===== config.mk =====
export PLATFORM = sky130hd
export DESIGN_NAME = ysyx_24100005_mem_arbiter
export DESIGN_NICKNAME = d
export VERILOG_FILES = /design/src/rtl/ysyx_24100005_mem_arbiter.sv
export SDC_FILE = /design/constraint.sdc
export NUM_CORES = 1
export LEC_CHECK = 0
export CORE_MARGIN = 2
export CORE_UTILIZATION = 25
export DETAILED_ROUTE_END_ITERATION = 16
export HOLD_SLACK_MARGIN = 0.12
export PLACE_DENSITY = 0.6
export SLEW_MARGIN = 15
export SYNTH_ARGS = -nofsm -noshare
export SYNTH_HDL_FRONTEND = slang
export SYNTH_SLANG_ARGS = --single-unit

===== constraint.sdc =====
create_clock -name clk -period 7.55 [get_ports clk]
set_input_delay 2.265 -clock clk [delete_from_list [all_inputs] [get_ports clk]]
set_output_delay 2.265 -clock clk [all_outputs]
set_load 0.01 [all_outputs]

===== src/rtl/ysyx_24100005_mem_arbiter.sv =====
// Two-master memory arbiter: shares one memory port between the IFU (read-only) and the LSU,
// one transaction at a time, round-robin on conflict, with a response timeout.
module ysyx_24100005_mem_arbiter #(
    parameter int ADDR_W  = 32,
    parameter int DATA_W  = 32,
    parameter int TIMEOUT = 255
) (
    input  logic                clk,
    input  logic                rst,

    input  logic                ifu_req_valid,
    output logic                ifu_req_ready,
    input  logic [ADDR_W-1:0]   ifu_addr,
    output logic                ifu_resp_valid,
    output logic [DATA_W-1:0]   ifu_rdata,
    output logic                ifu_resp_err,

    input  logic                lsu_req_valid,
    output logic                lsu_req_ready,
    input  logic [ADDR_W-1:0]   lsu_addr,
    input  logic                lsu_wen,
    input  logic [DATA_W-1:0]   lsu_wdata,
    input  logic [DATA_W/8-1:0] lsu_wmask,
    output logic                lsu_resp_valid,
    output logic [DATA_W-1:0]   lsu_rdata,
    output logic                lsu_resp_err,

    output logic                mem_req_valid,
    input  logic                mem_req_ready,
    output logic [ADDR_W-1:0]   mem_addr,
    output logic                mem_wen,
    output logic [DATA_W-1:0]   mem_wdata,
    output logic [DATA_W/8-1:0] mem_wmask,
    input  logic                mem_resp_valid,
    input  logic [DATA_W-1:0]   mem_rdata,
    input  logic                mem_resp_err,

    output logic                busy
);

    localparam int               MASK_W     = DATA_W / 8;
    localparam int               CNT_W      = (TIMEOUT > 0) ? $clog2(TIMEOUT + 1) : 1;
    localparam logic [CNT_W-1:0] CNT_LIMIT  = CNT_W'(TIMEOUT);
    localparam logic [CNT_W-1:0] CNT_MAX    = {CNT_W{1'b1}};
    localparam bit               TIMEOUT_EN = (TIMEOUT != 0);

    typedef enum logic [1:0] {
        IDLE  = 2'd0,
        ISSUE = 2'd1,
        WAIT  = 2'd2
    } state_t;

    state_t            state;
    logic              last_grant;
    logic              grant_id;
    logic [CNT_W-1:0]  wait_cnt;

    logic              pick_lsu;
    logic              accept;
    logic              timed_out;
    logic              finish;
    logic [DATA_W-1:0] resp_rdata;
    logic              resp_err;

    // On a conflict the master that did not win last time gets the port.
    always_comb begin
        pick_lsu = lsu_req_valid;
        if (ifu_req_valid && lsu_req_valid) begin
            pick_lsu = ~last_grant;
        end
    end

    // Readies are held low while reset is asserted so nothing handshakes during reset.
    assign ifu_req_ready = (state == IDLE) && !rst && ifu_req_valid && !pick_lsu;
    assign lsu_req_ready = (state == IDLE) && !rst && lsu_req_valid && pick_lsu;
    assign accept        = ifu_req_ready || lsu_req_ready;

    // A real response wins over a timeout landing on the same cycle.
    assign timed_out  = TIMEOUT_EN && (wait_cnt == CNT_LIMIT);
    assign finish     = (state == WAIT) && (mem_resp_valid || timed_out);
    assign resp_rdata = mem_resp_valid ? mem_rdata : '0;
    assign resp_err   = mem_resp_valid ? mem_resp_err : 1'b1;

    always_ff @(posedge clk or posedge rst) begin
        if (rst) begin
            state          <= IDLE;
            last_grant     <= 1'b1;
            grant_id       <= 1'b0;
            wait_cnt       <= '0;
            busy           <= 1'b0;
            mem_req_valid  <= 1'b0;
            mem_addr       <= '0;
            mem_wen        <= 1'b0;
            mem_wdata      <= '0;
            mem_wmask      <= '0;
            ifu_resp_valid <= 1'b0;
            ifu_rdata      <= '0;
            ifu_resp_err   <= 1'b0;
            lsu_resp_valid <= 1'b0;
            lsu_rdata      <= '0;
            lsu_resp_err   <= 1'b0;
        end else begin
            ifu_resp_valid <= 1'b0;
            lsu_resp_valid <= 1'b0;
            unique case (state)
                IDLE: begin
                    if (accept) begin
                        state         <= ISSUE;
                        busy          <= 1'b1;
                        mem_req_valid <= 1'b1;
                        grant_id      <= lsu_req_ready;
                        last_grant    <= lsu_req_ready;
                        if (lsu_req_ready) begin
                            mem_addr  <= lsu_addr;
                            mem_wen   <= lsu_wen;
                            mem_wdata <= lsu_wdata;
                            mem_wmask <= lsu_wmask;
                        end else begin
                            mem_addr  <= ifu_addr;
                            mem_wen   <= 1'b0;
                            mem_wdata <= '0;
                            mem_wmask <= {MASK_W{1'b0}};
                        end
                    end
                end
                ISSUE: begin
                    if (mem_req_ready) begin
                        mem_req_valid <= 1'b0;
                        state         <= WAIT;
                        wait_cnt      <= '0;
                    end
                end
                WAIT: begin
                    if (finish) begin
                        state <= IDLE;
                        busy  <= 1'b0;
                        if (grant_id) begin
                            lsu_resp_valid <= 1'b1;
                            lsu_rdata      <= resp_rdata;
                            lsu_resp_err   <= resp_err;
                        end else begin
                            ifu_resp_valid <= 1'b1;
                            ifu_rdata      <= resp_rdata;
                            ifu_resp_err   <= resp_err;
                        end
                    end else if (wait_cnt != CNT_MAX) begin
                        wait_cnt <= wait_cnt + CNT_W'(1);
                    end
                end
                default: begin
                    state         <= IDLE;
                    busy          <= 1'b0;
                    mem_req_valid <= 1'b0;
                end
            endcase
        end
    end

endmodule


==> reports/summary.txt, run 1 <==
status - complete, no violations
final period utilization - 83.0%
Slowest-stage cell, CP - clkdlybuf4s50_1
setup bufs post-CTS - 0
wire per inst - 16.9 um
cts repair resizes - 0
R2R depth - 6
Syn Area/Cell - 13.0 um2
worst setup path category - primary input to output port
YS warnings - 0
unrepaired setup endpoints after global routing - false
Main synth FF type - dfrtp_1
count of state elements after synthesis - 151
Skew-Pair Late Insertion Delay - 420 ps
Worst Path Required - 5290 ps
maximum clock frequency - 160 MHz
worst hold stages - 2
post-synth top area cell - dfrtp_1
Buf/Inv on CP - 3
Die Width - 159 um
# fillers - 2299
r2r startpoint - state[1]$_DFFE_PP0P_
DRT Wirelength - 17900 um
synth unique cells - 40
most numerous cell in the Yosys netlist - dfrtp_1
worst r2r dst - mem_addr[21]$_DFFE_PP0P_
CP max stage delay - 540 ps
drt pass-1 iters - 4
die footprint - 25300 um2
Mapped Nets - 602
port bufs - 280
HP Class - flop to flop
gpl congestion - 0.750
Max Slew Vio Count - 0
vias in the first global route - 5049
share of cells above drive strength 1 - 6.90%
largest net degree at the start of global routing - 97
fin crit period - 6260 ps
Placement Rows - 56
GRT Util Overall - 14.2%
Worst VDD drop - 183 uV
Least-Margin Pin Slew - 980 ps
Core Util, Final - 40.9%
Startpoint Class - primary input
core area - 23500 um2
IO Count - 281
CTS tree - built
via count - 4857
async set-reset flop share out of synthesis - 100%
Clock Sinks - 151
via/cell ratio - 4.59
hpwl dp - 11900 um
# DRC - 0
most frequent CP cell - clkdlybuf4s50_1
relative slew slack - 34.4%
clock tree buffer depth - 2
post-synthesis sequential area ratio - 62.9%
crit path from - rst
synth top area cells - dfrtp_1, a32o_1, mux2i_1
synthesized instance count - 461
minimum hold slack - 474 ps
critical-path cell list - clkdlybuf4s50_1, nor3_2, nand3_1, inv_2, clkdlybuf4s50_1
Fin Clk Skew - 11.4 ps
Worst setup EP type - output port
Post-synth EDFFs - 0
max cap viols - 0
Clk pin slew, worst setup/hold paths - 70 ps
Final nets - 867
Clock Tree Root - clkbuf_16
total power - 3.79 mW
# hold bufs at CTS - 0
Die Ht - 159 um
CP Depth - 5
initial antenna violation count - 0
Setup TNS Final - 0 ps
Final Setup Violations - 0
H-tree depth - 4
Critical Path AT - 4000 ps
global-route wire length before repair - 28700 um
initial DRC count - 263
Mapped Area - 6010 um2
# diodes - 0
final antenna-violating net count - 0
total grt overflow - 0
Lkg Pwr - 3.99 nW
r2r setup slk - 5040 ps
total CTS buffers - 17
P per Cell Area - 393 nW/um2
Setup crit end - lsu_req_ready
Max FO, Critical Path - 3
post-synth top area share - 62.4%
Area Overhead vs Synth - 60.2%
delay-heaviest family, CP - buffers and inverters
final hold vios - 0
Starting Density - 25.5%
commonest cells in the netlist - dfrtp_1, a32o_1, nand2_1
through the flow:
stage / instance area, um2 / setup slack [ps] / instances
6_report: 9630 / 1290 / 1058
5_1_grt: 9630 / 1180 / 1058
4_1_cts: 9630 / 1240 / 1058
3_5_place_dp: 9060 / 1240 / 1026
3_3_place_gp: 9060 / 1280 / 1026
2_1_floorplan: 6010 / 1220 / 461
cell usage in the layout (no fill, tap or decap), types with 2 or more instances in the layout:
cell type / Yosys / routed
a22o_1: 37 / 37
o21ai_1: 33 / 32
clkdlybuf4s50_1: 0 / 279
a211o_1: 2 / 2
buf_4: 4 / 8
nor2_1: 2 / 2
clkinvlp_4: 0 / 4
a21bo_2: 2 / 2
nand2_1: 46 / 46
clkinv_4: 0 / 3
nor3b_1: 2 / 2
and3_1: 3 / 3
and4_1: 2 / 2
dfrtp_1: 150 / 150
clkbuf_16: 0 / 17
inv_6: 0 / 6
mux2i_1: 34 / 34
a21oi_1: 3 / 3
o211ai_1: 2 / 2
and2_1: 2 / 2
a32o_1: 64 / 64
nor2b_1: 2 / 2
inv_1: 5 / 4
nand2b_1: 5 / 5
nand3_1: 4 / 4
o21ai_0: 2 / 2
a2bb2oi_1: 2 / 2
worst min-delay path by stage:
| stage | startpoint | slack [ps] | to |
|---|---|---|---|
| 2_1_floorplan | last_grant$_DFFE_PP1P_ | 440 | last_grant$_DFFE_PP1P_ |
| 3_3_place_gp | last_grant$_DFFE_PP1P_ | 460 | last_grant$_DFFE_PP1P_ |
| 3_5_place_dp | last_grant$_DFFE_PP1P_ | 470 | last_grant$_DFFE_PP1P_ |
| 4_1_cts | last_grant$_DFFE_PP1P_ | 480 | last_grant$_DFFE_PP1P_ |
| 5_1_grt | ifu_rdata[13]$_DFFE_PP0P_ | 500 | ifu_rdata[13]$_DFFE_PP0P_ |
| 6_report | last_grant$_DFFE_PP1P_ | 470 | last_grant$_DFFE_PP1P_ |
per-layer routing:
| metal | up-vias | routed length, um | GRT usage (%) |
|---|---|---|---|
| met1 | 2337 | 8080 | 18.6 |
| met3 | 10 | 1790 | 6.23 |
| li1 | 2285 | - | - |
| met2 | 225 | 7810 | 21.3 |
| met4 | 0 | 186 | 4.09 |
| met5 | - | 0 | 0 |
flip-flops by register name, summed over array words and instances (netlist names):
name,count
mem_addr,32
busy,1
grant_id,1
lsu_resp_err,1
ifu_resp_err,1
lsu_rdata,32
mem_wdata,32
wait_cnt,8
state,2
ifu_resp_valid,1
mem_wmask,4
mem_req_valid,1
ifu_rdata,32
last_grant,1
lsu_resp_valid,1
mem_wen,1
layout make-up:
class                      instances  area (um2)  area share [%]
clock buffer                      18         429            4.46
inverter                           6        27.5           0.286
multi-input combinational        262        1990            20.7
sequential                       151        3780            39.3
timing repair buffer             288        2860            29.7
clock inverter                    14         141            1.47
tap                              319         399            4.15
where the power goes:
| part | switching, mW | internal [mW] | leakage, nW | total, mW |
|---|---|---|---|---|
| clock network | 0.365 | 0.463 | 0.266 | 0.828 |
| logic | 0.631 | 0.938 | 1.80 | 1.57 |
| registers | 0.211 | 1.18 | 1.92 | 1.39 |
worst reg2reg max path: stages (launching register included):
cell and delay (ps):
dfrtp_1 480, nor3_2 410, nand3_1 240, inv_2 100, buf_4 740, mux2i_1 330
o21ai_1 80
kinds of logic (layout without fill, tap and decap cells):
logic type      Yosys count  count (layout)  share of synthesized area, %
simple gates             76              76                          6.08
buf+inv                  48             326                          4.14
compound gates          151             151                          21.0
flops                   151             151                          62.9
mux                      34              34                          5.66
fa+ha+maj                 1               1                         0.208
(Power assumes the default switching activity.)
==> inputs of run 2 (changes only) <==
--- a/config.mk
+++ b/config.mk
@@ -9,7 +9,7 @@
 export CORE_UTILIZATION = 25
 export DETAILED_ROUTE_END_ITERATION = 16
 export HOLD_SLACK_MARGIN = 0.12
-export PLACE_DENSITY = 0.6
+export PLACE_DENSITY = 0.62
 export SLEW_MARGIN = 15
 export SYNTH_ARGS = -nofsm -noshare
 export SYNTH_HDL_FRONTEND = slang
==> constraint.sdc (replaced) <==
create_clock -name clk -period 5.5 [get_ports clk]
set_input_delay 1.65 -clock clk [delete_from_list [all_inputs] [get_ports clk]]
set_output_delay 1.65 -clock clk [all_outputs]
set_load 0.01 [all_outputs]
==> run 2 against run 1 <==
Against the previous run:
- clock skew is 11 ps higher
- setup slack worse by 810 ps
- worst hold slack hardly changed
- register-to-register slack worse by 2200 ps
- via count hardly changed
- clock power is 41% higher
- critical path depth stayed put
- die area stayed put
- first-iteration DRC count is 36% higher
- clock-buffer cell count is 1 lower
- critical path type unchanged
- highest routed layer unchanged
==> reports/summary.txt, run 2 (synthesized netlist as in run 1, its figures left out) <==
Buf/Inv on CP - 3 (unchanged)
max cap viols - 0 (unchanged)
Combinational Power Share - 41.3% (was 41.4%)
net switching power figure - 1.68 mW (was 1.21 mW)
die footprint - 25300 um2 (unchanged)
final antenna-violating net count - 0 (unchanged)
P per Cell Area - 541 nW/um2 (was 393 nW/um2)
HP Class - flop to flop (unchanged)
# hold bufs at CTS - 0 (unchanged)
initial antenna violation count - 0 (unchanged)
Lkg Pwr - 4.02 nW (was 3.99 nW)
delay-heaviest family, CP - buffers and inverters (unchanged)
commonest non-fill, non-tap cell in the layout - clkdlybuf4s50_1 (unchanged)
internal power - 3.55 mW (was 2.58 mW)
Die Ht - 159 um (unchanged)
Critical Path AT - 3370 ps (was 4000 ps)
Clock Sinks - 151 (unchanged)
setup bufs post-CTS - 0 (unchanged)
port bufs - 280 (unchanged)
Max Slew Vio Count - 0 (unchanged)
Worst Path Required - 3850 ps (was 5290 ps)
Placement Rows - 56 (unchanged)
total power - 5.23 mW (was 3.79 mW)
DRT Wirelength - 18000 um (was 17900 um)
Clk pin slew, worst setup/hold paths - 60 ps (was 70 ps)
maximum clock frequency - 199 MHz
Final nets - 869 (was 867)
CP max stage delay - 530 ps (was 540 ps)
Slowest-stage cell, CP - clkdlybuf4s50_1 (unchanged)
hpwl dp - 12400 um (was 11900 um)
commonest non-fill, non-tap cells in the layout - clkdlybuf4s50_1, dfrtp_1, a32o_1 (unchanged)
final hold vios - 0 (unchanged)
largest net degree at the start of global routing - 79 (was 97)
Final Setup Violations - 0 (unchanged)
H-tree depth - 4 (unchanged)
Setup TNS Final - 0 ps (unchanged)
total CTS buffers - 17 (unchanged)
initial DRC count - 357 (was 263)
# DRC - 0 (unchanged)
sw frac - 32.1% (was 31.9%)
relative slew slack - 37.5% (was 34.4%)
total grt overflow - 0 (unchanged)
# diodes - 0 (unchanged)
Max FO, Critical Path - 3 (unchanged)
via count - 4855 (was 4857)
minimum hold slack - 473 ps (was 474 ps)
Area Overhead vs Synth - 60.9% (was 60.2%)
via/cell ratio - 4.58 (was 4.59)
status - complete, no violations (unchanged)
Worst setup EP type - output port (unchanged)
final period utilization - 91.3%
Startpoint Class - primary input (unchanged)
placed cell count - 1028 (was 1026)
Worst VDD drop - 267 uV (was 183 uV)
Fin Clk Skew - 22.4 ps (was 11.4 ps)
Least-Margin Pin Slew - 938 ps (was 980 ps)
IO Count - 281 (unchanged)
most frequent CP cell - clkdlybuf4s50_1 (unchanged)
gpl congestion - 0.741 (was 0.750)
drt pass-1 iters - 4 (unchanged)
Post-Layout Cell Count - 1060 (was 1058)
worst setup path category - primary input to output port (unchanged)
global-route wire length before repair - 28800 um (was 28700 um)
placed cell areas - 9080 um2 (was 9060 um2)
Starting Density - 25.5% (unchanged)
CTS tree - built (unchanged)
cts repair resizes - 0 (unchanged)
fin crit period - 5020 ps
Clk network pwr share - 22.4% (was 21.9%)
Clock Tree Root - clkbuf_16 (unchanged)
critical-path cell list - clkdlybuf4s50_1, nor3_2, nand3_1, inv_2, clkdlybuf4s50_1 (unchanged)
unrepaired setup endpoints after global routing - false (unchanged)
GRT Util Overall - 14.3% (was 14.2%)
clock tree buffer depth - 2 (unchanged)
vias in the first global route - 5081 (was 5049)
wire per inst - 17.0 um (was 16.9 um)
Skew-Pair Late Insertion Delay - 430 ps (was 420 ps)
Die Width - 159 um (unchanged)
share of cells above drive strength 1 - 7.29% (was 6.90%)
post-route cell area - 9670 um2 (was 9630 um2)
core area - 23500 um2 (unchanged)
Reg power frac - 36.4% (was 36.7%)
run 2: changes by cell type in the layout (fill, tap and decap cells not counted), sizes merged:
cell / delta
buf: +2
clkinv: +2
clkinvlp: -2
clkbuf: -1
inv: +1
run 2: worst paths after layout:
check	from	to	slack (ps)	depth (start not counted)
setup reg to reg	state[1]$_DFFE_PP0P_	lsu_rdata[16]$_DFFE_PP0P_	2880	6
min in group asynchronous	rst	mem_addr[8]$_DFFE_PP0P_	1790	2
setup / recovery	rst	lsu_req_ready	480	5
max in group asynchronous	rst	last_grant$_DFFE_PP1P_	2700	3
hold / removal	last_grant$_DFFE_PP1P_	last_grant$_DFFE_PP1P_	470	2
hold reg to reg	last_grant$_DFFE_PP1P_	last_grant$_DFFE_PP1P_	470	2
run 2: routing by layer:
metal / up-vias / GRT usage [%] / share of wire (%)
li1: 2282 / - / -
met1: 2342 / 18.0 / 43
met2: 222 / 22.4 / 46
met3: 9 / 6.30 / 9.7
met4: 0 / 3.97 / 0.82
met5: - / 0 / 0
run 2: layout make-up:
cell class,instances,area [um2]
fillers,2296,13900
flip-flops and latches,151,3780
repair buffers,290,2890
multi-input cells,262,1990
clock buffers,17,425
well taps,319,399
clock inverters,15,163
inverters,6,26.3
run 2: power by group through the flow:
stage	combinational, mW	sequential [mW]	clock (mW)
after global placement	2.18	1.91	0
final	2.16	1.90	1.17
after global routing	2.32	1.97	1.26
after CTS	2.20	1.91	1.21
after floorplan	0.673	2.13	0
after detailed placement	2.20	1.91	0
run 2: worst min-delay path, cell delays in order, from the launching register on:
cell and delay (ps):
dfstp_2 380, nand2_1 50, nand2_1 50
run 2: stage by stage:
stage               utilization (%)  setup WS (ps)
finish                         41.1            478
global route                   41.1            373
CTS                            41.1            469
detailed placement             38.6            479
global placement               38.6            494
floorplan                         -           1490
==> inputs of run 3 (changes only) <==
--- a/config.mk
+++ b/config.mk
@@ -8,7 +8,7 @@
 export CORE_MARGIN = 2
 export CORE_UTILIZATION = 25
 export DETAILED_ROUTE_END_ITERATION = 16
-export HOLD_SLACK_MARGIN = 0.12
+export HOLD_SLACK_MARGIN = 0.03
 export PLACE_DENSITY = 0.62
 export SLEW_MARGIN = 15
 export SYNTH_ARGS = -nofsm -noshare
==> results of run 3 <==
The final DEF is identical to that of run 2; final timing and power are the same.
